[src/rtl/exc_ctrl.sv]
// Exception control for the single-cycle LEGv8 core: ELR/ESR/count registers, RUN/HANDLER/LOCKUP state,
// PC redirect to the vector or ELR, MRS read mux and a synchronised, edge-detected external IRQ.
module exc_ctrl #(
    parameter int             N           = 64,
    parameter logic [N-1:0]   EXC_VECTOR  = N'(64'hD8),
    parameter int             SYNC_STAGES = 2,
    parameter int             CNT_W       = 16
) (
    input  logic             clk,
    input  logic             reset,
    input  logic             irq_in,
    input  logic [N-1:0]     PC,
    input  logic             Exc,
    input  logic             ERet,
    input  logic [3:0]       EStatus,
    input  logic [1:0]       sys_sel,
    output logic             ExtIRQ,
    output logic             irq_ack,
    output logic             PCexc_sel,
    output logic [N-1:0]     PCexc_target,
    output logic [N-1:0]     sys_rdata,
    output logic             in_handler,
    output logic             halt
);

    typedef enum logic [1:0] {
        RUN     = 2'd0,
        HANDLER = 2'd1,
        LOCKUP  = 2'd2
    } state_t;

    state_t                 state, state_nx;
    logic [N-1:0]           elr, elr_nx;
    logic [3:0]             esr;
    logic [CNT_W-1:0]       count;
    logic [SYNC_STAGES-1:0] sync_q;
    logic                   irq_prev;
    logic                   irq_pending;
    logic                   irq_edge;

    logic                   pc_sel;
    logic [N-1:0]           pc_tgt;
    logic                   ack;
    logic                   ld_elr;
    logic                   ld_esr;
    logic                   cnt_inc;

    assign irq_edge = sync_q[SYNC_STAGES-1] & ~irq_prev;

    always_comb begin
        state_nx = state;
        pc_sel   = 1'b0;
        pc_tgt   = '0;
        ack      = 1'b0;
        ld_elr   = 1'b0;
        ld_esr   = 1'b0;
        cnt_inc  = 1'b0;
        elr_nx   = elr;
        case (state)
            RUN: begin
                if (Exc) begin
                    state_nx = HANDLER;
                    pc_sel   = 1'b1;
                    pc_tgt   = EXC_VECTOR;
                    ld_elr   = 1'b1;
                    ld_esr   = 1'b1;
                    cnt_inc  = 1'b1;
                    // An IRQ preempts the instruction, so it must re-execute; faults skip it.
                    if (EStatus == 4'b0001) begin
                        ack    = 1'b1;
                        elr_nx = PC;
                    end else begin
                        elr_nx = PC + N'(4);
                    end
                end
            end
            HANDLER: begin
                if (Exc) begin
                    state_nx = LOCKUP;
                    ld_esr   = 1'b1;
                end else if (ERet) begin
                    state_nx = RUN;
                    pc_sel   = 1'b1;
                    pc_tgt   = elr;
                end
            end
            LOCKUP: begin
                state_nx = LOCKUP;
            end
            default: state_nx = RUN;
        endcase
    end

    always_ff @(posedge clk or negedge reset) begin
        if (!reset) begin
            state       <= RUN;
            elr         <= '0;
            esr         <= '0;
            count       <= '0;
            sync_q      <= '0;
            irq_prev    <= 1'b0;
            irq_pending <= 1'b0;
        end else begin
            state    <= state_nx;
            sync_q   <= {sync_q[SYNC_STAGES-2:0], irq_in};
            irq_prev <= sync_q[SYNC_STAGES-1];
            // A fresh edge in the ack cycle keeps the request pending.
            irq_pending <= (irq_pending & ~ack) | irq_edge;
            if (ld_elr) elr <= elr_nx;
            if (ld_esr) esr <= EStatus;
            if (cnt_inc && !(&count)) count <= count + CNT_W'(1);
        end
    end

    // Combinational outputs are forced low while reset is held.
    assign PCexc_sel    = pc_sel & reset;
    assign PCexc_target = reset ? pc_tgt : '0;
    assign irq_ack      = ack & reset;
    assign ExtIRQ       = irq_pending & (state == RUN) & reset;
    assign in_handler   = (state == HANDLER);
    assign halt         = (state == LOCKUP);

    always_comb begin
        sys_rdata = '0;
        case (sys_sel)
            2'd0:    sys_rdata = elr;
            2'd1:    sys_rdata = N'(esr);
            2'd2:    sys_rdata = N'(count);
            default: sys_rdata = '0;
        endcase
    end

endmodule
[config.mk]
export PLATFORM = sky130hd
export DESIGN_NAME = exc_ctrl
export DESIGN_NICKNAME = d
export VERILOG_FILES = /design/src/rtl/exc_ctrl.sv
export SDC_FILE = /design/constraint.sdc
export NUM_CORES = 1
export LEC_CHECK = 0
export BUFFER_PORTS_ARGS = -buffer_cell sky130_fd_sc_hd__clkbuf_2
export CAP_MARGIN = 20
export CORE_AREA = 2 2 174 125
export DETAILED_ROUTE_END_ITERATION = 7
export DIE_AREA = 0 0 176 127
export GPL_ROUTABILITY_DRIVEN = 0
export HOLD_SLACK_MARGIN = 0.12
export SLEW_MARGIN = 25
export SYNTH_ARGS = -nofsm -noshare
export SYNTH_HDL_FRONTEND = slang
export SYNTH_SLANG_ARGS = --single-unit
[constraint.sdc]
create_clock -name clk -period 1.95 [get_ports clk]
set_input_delay 0.2925 -clock clk [delete_from_list [all_inputs] [get_ports clk]]
set_output_delay 0.2925 -clock clk [all_outputs]
set_load 0.03 [all_outputs]
==> qor.yml <==
io_pins: 208
wl_um: 21400
grt_pass1_wl_um: 32100
cpPeakStageDelay_ps: 420
synth_edf_count: 0
synth.yosys.seq_area_share: 0.371
endpoint_kind: "primary output"
finalMaxSlewViolations: 0
dpl_cell_area_um2: 8030
grt_usage: 0.185
finalPower_mw: 8.16
synth_seq_cells: 90
n_antenna_cell: 0
grt_pass1_vias: 5745
ir_drop_mv: 0.388
maxCapViolCount: 0
clk_pin_slew_ps: 70
max_freq_ghz: 0.508
crit_type: "reg2out"
reg2regPathDepth: 5
crit_slowest_cell: "dfrtp_2"
hold_class: "in2async"
clockBufferDepth: 2
globalRouteOverflowTotal: 0
nets: 1074
pre_cts_slack_ps: -411
syn-mean-instance-area_um2: 8.36
fin_util: 0.439
ant_nets: 0
grt_max_degree: 63
cp_cell_sequence: "nand2b_4 -> nor2_4 -> buf_6 -> buf_12 -> and2_1 -> buf_6"
synth_top_cell_area_share: 0.371
fin_skew_ps: 9.43
drive_gt1_frac: 0.380
port_buffers: 207
die_area_um2: 22400
ctsHtreeMaxLevel: 3
fin_crit_ps: 1970
start_kind: "flop"
async_reset_ff_frac: 1.00
status: "finished with violations"
final-hold-violation-count: 0
rsz0062_at_grt: "true"
synth.most_common_cell: "and2_1"
design_area_um2: 9010
die_width_um: 176
crit_fanout: 15
hold_ws_ps: 102
core_region_area_um2: 20500
leakage_nw: 4.13
synth.area.top_cells: "dfrtp_1, and2_1, xnor2_1"
power_density_nw_per_um2: 906
timing.final.crit_share: 1.01
syn_inst: 727
dpl.hpwl_um: 15900
cts.sinks: 90
setup_viol: 7
antenna_found_initial: 0
drtIter0Drc: 371
fillers: 2057
timing.final.ws_setup_ps: -16.8
wl_per_cell_um: 16.7
critPathArrivalTime_ps: 1670
cts_made_buffers: 9
drtPass1Iterations: 5
ys_warn_count: 0
violations: "negative setup slack"
insertion_delay_ps: 350
worst_slew_pin_slew_ps: 657
num_vias: 6247
synthTopCellsByCount: "and2_1, dfrtp_1, nand2_1, nor2_1, o21ai_0"
start_util: 0.296
worst_path_most_repeated_cell: "buf_6"
synth_top_area_cell: "dfrtp_1"
cp.required_ps: 1660
relSlewSlack: 0.562
area_growth_pct: 48.2
die_h_um: 127
synth_nets: 804
synth_ff_type: "dfrtp_1"
cts_tree: "yes"
cts_root_buf: "clkbuf_16"
drc: 0
synth_area_um2: 6080
synth_cell_types: 50
viasPerCell: 4.89
num_rows: 44
-- cells in the final DEF, fill, tap and decap left out, types with 3 or more instances in the layout --
| master | netlist | layout |
|---|---|---|
| and3_1 | 10 | 9 |
| inv_1 | 16 | 16 |
| xor2_1 | 11 | 11 |
| or3b_2 | 3 | 3 |
| a31oi_1 | 22 | 22 |
| mux2_2 | 5 | 5 |
| nor2_1 | 60 | 55 |
| nand2_1 | 82 | 82 |
| a21oi_1 | 5 | 5 |
| o21ai_0 | 49 | 49 |
| buf_6 | 3 | 32 |
| nand3_1 | 21 | 20 |
| buf_8 | 0 | 9 |
| nor3_1 | 15 | 15 |
| xnor2_1 | 38 | 38 |
| nand2b_1 | 4 | 3 |
| clkbuf_16 | 0 | 11 |
| buf_4 | 0 | 86 |
| nor3b_1 | 6 | 5 |
| dfrtp_1 | 90 | 88 |
| clkbuf_2 | 0 | 145 |
| mux2i_1 | 19 | 19 |
| nor4_2 | 7 | 7 |
| nor2b_1 | 5 | 5 |
| clkbuf_8 | 0 | 22 |
| and2_1 | 111 | 84 |
| o31a_1 | 3 | 3 |
| nor4_1 | 14 | 14 |
| buf_12 | 0 | 5 |
| nor2_4 | 0 | 5 |
| or4_1 | 9 | 8 |
| o31ai_1 | 6 | 6 |
| or3_1 | 12 | 12 |
| nand4_1 | 25 | 25 |
| and4_1 | 4 | 4 |
| nand4b_1 | 3 | 3 |
| and2_4 | 0 | 27 |
-- registers in the layout, indices dropped and copies added (netlist names) --
| name | count |
|---|---|
| count | 16 |
| elr | 64 |
| esr | 4 |
| irq_pending | 1 |
| irq_prev | 1 |
| state | 2 |
| sync_q | 2 |
-- where the power goes --
group	switching, mW	internal [mW]	total (mW)
sequential	0.675	2.63	3.30
clock	0.814	0.875	1.69
combinational	1.90	1.27	3.17
total	3.39	4.77	8.16
-- metrics by stage --
| step | TNS (ps) | cells |
|---|---|---|
| global route | -4930 | 1278 |
| detailed placement | -11230 | 1252 |
| finish | -52.6 | 1278 |
| global placement | -10860 | 1252 |
| floorplan | -126 | 727 |
| CTS | -134 | 1276 |
-- cell families (layout without fill, tap and decap cells) --
kind of cell               count (synthesis)  count (layout)  synth area share
and+or+nand+nor                          402             402             0.375
buffers and inverters                     62             337            0.0430
muxes                                     24              24            0.0406
AOI/OAI and AO/OA                         98              98            0.0959
xor gates and xnor gates                  49              49            0.0706
DFF                                       90              90             0.371
adders and majority gates                  2               2           0.00412
-- worst max-delay path, delay by kind of cell, from the launching register on --
family / cells / cell delay, ps
buffers and inverters: 3 / 450
DFF: 1 / 420
and+or+nand+nor: 3 / 440
-- worst paths after layout --
check	endpoint	slack [ps]	startpoint
worst max-delay path	PCexc_target[34]	-20	state[1]$_DFFE_PN0P_
max in group asynchronous	elr[18]$_DFFE_PN0P_	1370	reset
worst max register to register	elr[9]$_DFFE_PN0P_	90	state[1]$_DFFE_PN0P_
worst min register to register	sync_q[1]$_DFF_PN0_	360	sync_q[0]$_DFF_PN0_
worst min-delay path	irq_pending$_DFF_PN0_	100	reset
min in group clk	elr[0]$_DFFE_PN0P_	140	PC[0]
-- metal layers --
metal	track usage	vias up	share of wire
met5	0	-	0
met2	0.280	197	0.44
met4	0.0277	0	0.0051
li1	-	3073	-
met3	0.0435	10	0.065
met1	0.272	2967	0.49
-- final cells by class --
type | instances | area [um2] | share of cell area
inverters | 16 | 60.1 | 0.00667
repair buffers | 305 | 2370 | 0.263
flip-flops and latches | 90 | 2250 | 0.250
clock buffers | 9 | 225 | 0.0250
clock inverters | 7 | 52.6 | 0.00583
well taps | 276 | 345 | 0.0383
multi-input cells | 575 | 3700 | 0.410
-- timing repair --
item                       4_1_cts  5_1_grt
gates cloned                     1        2
hold endpoints to repair         2        0
setup endpoints to repair       74       77
buffers inserted                 6        0
resized for setup               90      115
hold buffers                     2        0
pin swaps                        2        7
Note: power is estimated with default switching activity, not from simulation.
